## src/rtl/sprite_fetch.sv

```systemverilog
// sprite_fetch: per-scanline sprite pattern fetch over PPU cycles 256-319,
// eight 8-cycle slots each producing one load into the sprite shift-register set.
module sprite_fetch #(
    parameter int ADDR_W = 14
) (
    input  logic              clk,
    input  logic              i_rst,
    input  logic              ce,
    input  logic [8:0]        i_cycle,
    input  logic              i_sprites_enabled,
    input  logic              i_obj_size,
    input  logic              i_pt_sel,
    input  logic [7:0]        i_oam_bus,
    output logic [ADDR_W-1:0] o_vram_addr,
    output logic              o_vram_rd,
    input  logic [7:0]        i_vram_data,
    output logic [3:0]        o_load,
    output logic [26:0]       o_load_out
);
    logic        in_win, plane;
    logic [2:0]  k;
    logic [3:0]  row_q, row_d, erow;
    logic        empty_q, empty_d, valid_q, valid_d, rd_q, rd_d;
    logic [7:0]  tile_q, tile_d, x_q, x_d, low_q, low_d, rev, pix;
    logic [4:0]  attr_q, attr_d;
    logic [3:0]  load_q, load_d;
    logic [26:0] out_q, out_d;
    logic [13:0] addr;

    assign in_win = (i_cycle >= 9'd256) && (i_cycle <= 9'd319);
    assign k      = i_cycle[2:0];
    assign plane  = k[1];
    // attr_q packs {vflip, hflip, priority, palette[1:0]}
    assign erow = attr_q[4] ? ((i_obj_size ? 4'd15 : 4'd7) - row_q) : row_q;
    assign addr = i_obj_size ? {1'b0, tile_q[0], tile_q[7:1], erow[3], plane, erow[2:0]}
                             : {1'b0, i_pt_sel, tile_q, plane, erow[2:0]};
    assign o_vram_rd   = in_win && k[2] && !k[0] && valid_q && !empty_q && i_sprites_enabled;
    assign o_vram_addr = o_vram_rd ? addr : '0;
    assign o_load      = load_q;
    assign o_load_out  = out_q;

    always_comb begin
        for (int i = 0; i < 8; i++) rev[i] = i_vram_data[7-i];
    end

    // A plane with no read issued in its fetch cycle contributes zero pixels.
    assign pix = rd_q ? (attr_q[3] ? i_vram_data : rev) : 8'h00;

    always_comb begin
        row_d   = row_q;
        empty_d = empty_q;
        valid_d = valid_q;
        tile_d  = tile_q;
        attr_d  = attr_q;
        x_d     = x_q;
        rd_d    = rd_q;
        low_d   = low_q;
        load_d  = 4'h0;
        out_d   = out_q;
        if (in_win) begin
            case (k)
                3'd0: begin
                    row_d   = i_oam_bus[3:0];
                    empty_d = |i_oam_bus[7:4];
                    valid_d = 1'b1;
                end
                3'd1: tile_d = i_oam_bus;
                3'd2: attr_d = {i_oam_bus[7:5], i_oam_bus[1:0]};
                3'd3: x_d = i_oam_bus;
                3'd4, 3'd6: rd_d = o_vram_rd;
                3'd5: low_d = pix;
                default: begin
                    if (valid_q) begin
                        load_d = 4'hF;
                        out_d  = {low_q, pix, x_q, attr_q[1:0], attr_q[2]};
                    end
                    valid_d = 1'b0;
                end
            endcase
        end
    end

    always_ff @(posedge clk) begin
        if (i_rst) begin
            row_q   <= '0;
            empty_q <= 1'b0;
            valid_q <= 1'b0;
            tile_q  <= '0;
            attr_q  <= '0;
            x_q     <= '0;
            rd_q    <= 1'b0;
            low_q   <= '0;
            load_q  <= '0;
            out_q   <= '0;
        end else if (ce) begin
            row_q   <= row_d;
            empty_q <= empty_d;
            valid_q <= valid_d;
            tile_q  <= tile_d;
            attr_q  <= attr_d;
            x_q     <= x_d;
            rd_q    <= rd_d;
            low_q   <= low_d;
            load_q  <= load_d;
            out_q   <= out_d;
        end
    end
endmodule

```

## config.mk

```make
export PLATFORM = sky130hd
export DESIGN_NAME = sprite_fetch
export DESIGN_NICKNAME = d
export VERILOG_FILES = /design/src/rtl/sprite_fetch.sv
export SDC_FILE = /design/constraint.sdc
export NUM_CORES = 1
export LEC_CHECK = 0
export BUFFER_PORTS_ARGS = -buffer_cell sky130_fd_sc_hd__buf_2
export CORE_MARGIN = 2
export CORE_UTILIZATION = 29
export DETAILED_ROUTE_END_ITERATION = 12
export PLACE_DENSITY = 0.47
export SKIP_CTS_REPAIR_TIMING = 1
export SYNTH_ARGS = -nofsm -noshare
export SYNTH_HDL_FRONTEND = slang
export SYNTH_SLANG_ARGS = --single-unit
```

## constraint.sdc

```tcl
create_clock -name clk -period 2.2 [get_ports clk]
set_clock_uncertainty 0.1 [all_clocks]
set_input_delay 0.11 -clock clk [delete_from_list [all_inputs] [get_ports clk]]
set_output_delay 0.11 -clock clk [all_outputs]
set_load 0.02 [all_outputs]
```

==> results of run 1 <==
[sequential cells by signal (all words and copies together), names as in the netlist]
register	cells
attr_q	5
empty_q	1
low_q	8
o_load	1
o_load_out	27
rd_q	1
row_q	4
tile_q	8
valid_q	1
x_q	8
[metal layers]
layer | wire length (µm) | track usage, % | part of all wire [%] | vias to the layer above
met1 | 3680 | 19.5 | 50 | 1118
met2 | 3330 | 20.4 | 45 | 42
met4 | 131 | 6.66 | 1.8 | 0
met3 | 271 | 3.32 | 3.7 | 8
li1 | - | - | - | 1200
met5 | 0 | 0 | 0 | -
[cell usage after synthesis (6+ instances only)]
cell type	count
nand2b_1	43
buf_4	6
a21oi_1	21
and2_1	9
mux2_2	8
clkbuf_1	14
nand2_1	11
nor2b_1	9
mux2i_1	34
dfxtp_1	64
o21ai_0	35
nor2_1	6
buf_2	9
nand3_1	19
[power groups by stage]
stage / combinational, mW / clock [mW] / sequential (mW)
after CTS: 0.123 / 0.895 / 1.16
after floorplan: 0.0757 / 0 / 1.19
after global routing: 0.136 / 0.944 / 1.16
final: 0.123 / 0.870 / 1.16
after global placement: 0.123 / 0 / 1.19
after detailed placement: 0.123 / 0 / 1.19
[worst register-to-register path, cell delays in order (launching register included)]
cell and delay, ns:
dfxtp_1 0.39, nand4_1 0.39, buf_4 0.36, o21ai_0 0.18
a21oi_1 0.08
[metrics by stage]
step / worst slack [ns] / util, % / std cells
6_report: 0.193 / 36.0 / 513
5_1_grt: 0.00120 / 36.0 / 513
4_1_cts: 0.0871 / 35.9 / 512
3_5_place_dp: 0.455 / 34.3 / 498
3_3_place_gp: 0.500 / 34.3 / 498
2_1_floorplan: 0.680 / - / 317
[cell type report]
class / count / area (µm²)
Clock buffer: 10 / 138
Multi-Input combinational cell: 220 / 1490
Tap cell: 133 / 166
Timing Repair Buffer: 80 / 423
Fill cell: 1062 / 6250
Clock inverter: 4 / 22.5
Sequential cell: 64 / 1280
Inverter: 2 / 7.51
[cells by family after synthesis]
kind of cell	after synthesis	share of synthesized area, %
flops	64	43.9
mux	42	14.8
simple gates	111	23.5
compound gates	62	11.1
xor+xnor	4	1.20
other cells	1	0.129
buf+inv	33	5.40
[final timing paths]
path | startpoint | to | cells past startpoint
max reg2reg | valid_q$_SDFFE_PP0P_ | o_load_out[23]$_SDFFE_PP0P_ | 4
max | empty_q$_SDFFE_PP0P_ | o_vram_addr[5] | 5
min | ce | o_load[2]$_SDFFE_PP0P_ | 3
min reg2reg | o_load_out[6]$_SDFFE_PP0P_ | o_load_out[6]$_SDFFE_PP0P_ | 2
==> flow_summary.ini, run 1 <==
[worst_setup_path]
cp.arrival_ns = 1.80
cp_slowest_stage_delay_ns = 0.34
crit_path_cell_trace = nor3b_1 -> nand4_1 -> inv_2 -> and2_1 -> buf_2
cp_max_fo = 9
worst-path-buf-inv = 2
cp.required_ns = 1.99
worstSetupStartpointType = register
critical_path.top_delay_family = simple AND/OR/NAND/NOR gates
path_class = register to primary output
r2r_slack_ns = 0.60
critPathCaptureType = primary output
crit_path_top_delay_cell = nand4_1

[cts]
cts_tree = built
cts-root-buf = clkbuf_8
clk_path_buf_depth = 2
cts_num_sinks = 64
cts_buffers = 9
htreeDepth = 3
clock_latency_ns = 0.33
clk_pin_slew_ns = 0.06

[floorplan]
rows = 36
die_w_um = 104
ios = 77
core-area_um2 = 9770
start_util_pct = 29.9
die_y_um = 104
dieArea_um2 = 10900

[route]
drc_errors = 0
drt-vias-per-instance = 4.62
drtIter0Drc = 111
wirelength_um = 7420
firstDrtPassIters = 4
wire_per_inst_um = 14.5
ant_nets = 0
vias = 2368

[pwr]
p_leak_nw = 1.37
switching_share_pct = 24.2
p_per_area_nw_per_um2 = 612
switchingPower_mw = 0.521
power.share.clock_pct = 40.3
intPower_mw = 1.64
power_frac_seq_pct = 54.0
pwr-share-comb_pct = 5.7
vdd_ir_drop_max_v = 0.000300
power_mw = 2.16

[global_route]
grt_pass1_wl_um = 12100
antenna_found_initial = 0
grt_pass1_vias = 2304
grt_overflow = 0
grt_start_max_net_pins = 32
grt_usage_pct = 14.0

[layout]
drive_above_1_share_pct = 28.4
diodes = 0
mostFrequentLayoutCells = buf_2, dfxtp_1, nand2b_1, o21ai_0, mux2i_1
final_common_cell = buf_2
syn_to_final_growth_pct = 20.8
layout.nets = 408
design_area_um2 = 3520

[min_path]
hp-class = primary input to register

[synthesis]
synthArstFlopShare_pct = 0
synth_cells = 317
synth_seq_cells = 64
yosys_warnings = 0
synth_top_area_cell = dfxtp_1
synth-seq-area-share_pct = 43.9
synth_top_area_share_pct = 43.9
synth-edff-count = 0
yosysUniqueCellTypes = 36
synthFlopType = dfxtp_1
synth_fp_nets = 348
synth_area_leaders = dfxtp_1, mux2i_1, nand2b_1
avgSynthCellArea_um2 = 9.20
synthesis.area_um2 = 2920

[sta]
final-hold-violation-count = 0
slew_headroom_pct = 60.2
period_needed_ns = 2.01
tightest_slew_ns = 0.595
min_period_over_period_pct = 91.2
rsz0062_at_grt = false
maxSlewViolCount = 0
hold_ws_ns = 0.00534
finalSetupTns_ns = 0
setup_viol = 0
timing.fmax_mhz = 498

[placed_design]
gp_congestion = 0.748
port_buffers = 72
post-dp-hpwl_um = 5130
dpl_cell_area_um2 = 3350

[run]
max-cap-violations = 0

[run_status]
status = finished clean
Power figures use the tool's default switching activity.
==> run 2: changes to the inputs <==
--- a/config.mk
+++ b/config.mk
@@ -6,10 +6,12 @@
 export NUM_CORES = 1
 export LEC_CHECK = 0
 export BUFFER_PORTS_ARGS = -buffer_cell sky130_fd_sc_hd__buf_2
+export CELL_PAD_IN_SITES_DETAIL_PLACEMENT = 0
+export CELL_PAD_IN_SITES_GLOBAL_PLACEMENT = 1
 export CORE_MARGIN = 2
 export CORE_UTILIZATION = 29
 export DETAILED_ROUTE_END_ITERATION = 12
-export PLACE_DENSITY = 0.47
+export PLACE_DENSITY = 0.6
 export SKIP_CTS_REPAIR_TIMING = 1
 export SYNTH_ARGS = -nofsm -noshare
 export SYNTH_HDL_FRONTEND = slang
==> flow_summary.ini, run 2 (synthesis results as in run 1) <==
[floorplan]
rows = 36
die_y_um = 104
ios = 77
start_util_pct = 29.9
core-area_um2 = 9770
dieArea_um2 = 10900
die_w_um = 104

[sta]
finalSetupTns_ns = 0
timing.fmax_mhz = 497
final-hold-violation-count = 0
tightest_slew_ns = 0.648
rsz0062_at_grt = false
maxSlewViolCount = 0
min_period_over_period_pct = 91.5
setup_viol = 0
slew_headroom_pct = 56.7
period_needed_ns = 2.01

[cts]
cts_buffers = 9
clk_path_buf_depth = 2
cts-root-buf = clkbuf_8
clock_latency_ns = 0.33
cts_tree = built
clk_pin_slew_ns = 0.07
cts_num_sinks = 64
htreeDepth = 3

[pwr]
p_leak_nw = 1.39
power_mw = 2.38
p_per_area_nw_per_um2 = 668
vdd_ir_drop_max_v = 0.000266

[placed_design]
dpl_cell_area_um2 = 3350
post-dp-hpwl_um = 5100
port_buffers = 72
gp_congestion = 0.726
dp.cells = 497

[worst_setup_path]
cp_max_fo = 9
critPathCaptureType = primary output
worstSetupStartpointType = register
cp.required_ns = 1.99
path_class = register to primary output
cp.arrival_ns = 1.80

[global_route]
grt_overflow = 0
grt_pass1_vias = 2385
grt_usage_pct = 13.8
grt_pass1_wl_um = 12100
antenna_found_initial = 1
grt_start_max_net_pins = 46

[route]
drtIter0Drc = 72
wire_per_inst_um = 14.1
vias = 2372
firstDrtPassIters = 4
drc_errors = 0
drt-vias-per-instance = 4.61
wirelength_um = 7220
ant_nets = 0

[layout]
num-fill-cells = 1042
post-route-util_pct = 36.5
final_common_cell = buf_2
fin_cells = 514
diodes = 0
layout.nets = 407
seqCellArea_um2 = 1280
drive_above_1_share_pct = 27.8
multiInputGateArea_um2 = 1490
largest_reg_flops = 27
syn_to_final_growth_pct = 22.3
design_area_um2 = 3570
mostFrequentLayoutCells = buf_2, dfxtp_1, nand2b_1, o21ai_0, mux2i_1

[run_status]
status = finished clean

[min_path]
hp-class = primary input to register

[run]
max-cap-violations = 0
run 2: cell count changes in the layout (fill, tap and decap cells not counted):
cell / change
clkinv_2: -2
buf_4: -1
clkinvlp_4: -1
bufinv_16: +2
clkbuf_1: +3
run 2: worst paths after layout:
check,startpoint,end,slack (ns),cells past startpoint
worst max-delay path,empty_q$_SDFFE_PP0P_,o_vram_addr[11],0.19,5
worst min-delay path,ce,o_load[2]$_SDFFE_PP0P_,0.02,3
worst max register to register,valid_q$_SDFFE_PP0P_,o_load_out[22]$_SDFFE_PP0P_,0.67,4
worst min register to register,x_q[1]$_SDFFE_PP0P_,x_q[1]$_SDFFE_PP0P_,0.37,2
run 2: critical path: stages, from the launching register on:
cell	delay [ns]
dfxtp_1	0.31
nor3b_1	0.32
nand4_1	0.31
inv_2	0.22
and2_1	0.15
buf_2	0.16
run 2: cell type report:
type | instances | area share (%)
Tap cell | 133 | 4.66
Clock inverter | 3 | 1.82
Clock buffer | 13 | 4.17
Timing Repair Buffer | 79 | 11.6
Sequential cell | 64 | 35.9
Multi-Input combinational cell | 220 | 41.6
Inverter | 2 | 0.210
run 2: stage by stage:
stage          hold slack [ns]  worst slack, ns
5_1_grt                 0.0429           0.0170
3_3_place_gp             0.337            0.508
2_1_floorplan            0.189            0.680
6_report                0.0162            0.186
4_1_cts                -0.0134           0.0787
3_5_place_dp             0.343            0.450
run 2: where the power goes:
part	total (mW)	leakage (nW)	internal (mW)	switching [mW]
clock network	1.10	0.108	0.669	0.427
logic	0.122	0.769	0.0531	0.0690
registers	1.16	0.515	1.16	0.00276
run 2: layer usage:
metal,global-route usage [%],vias up,part of all wire [%]
li1,-,1201,-
met1,19.1,1108,51
met2,20.6,51,44
met3,3.32,10,3.9
met4,5.21,2,1.2
met5,0,-,0.17
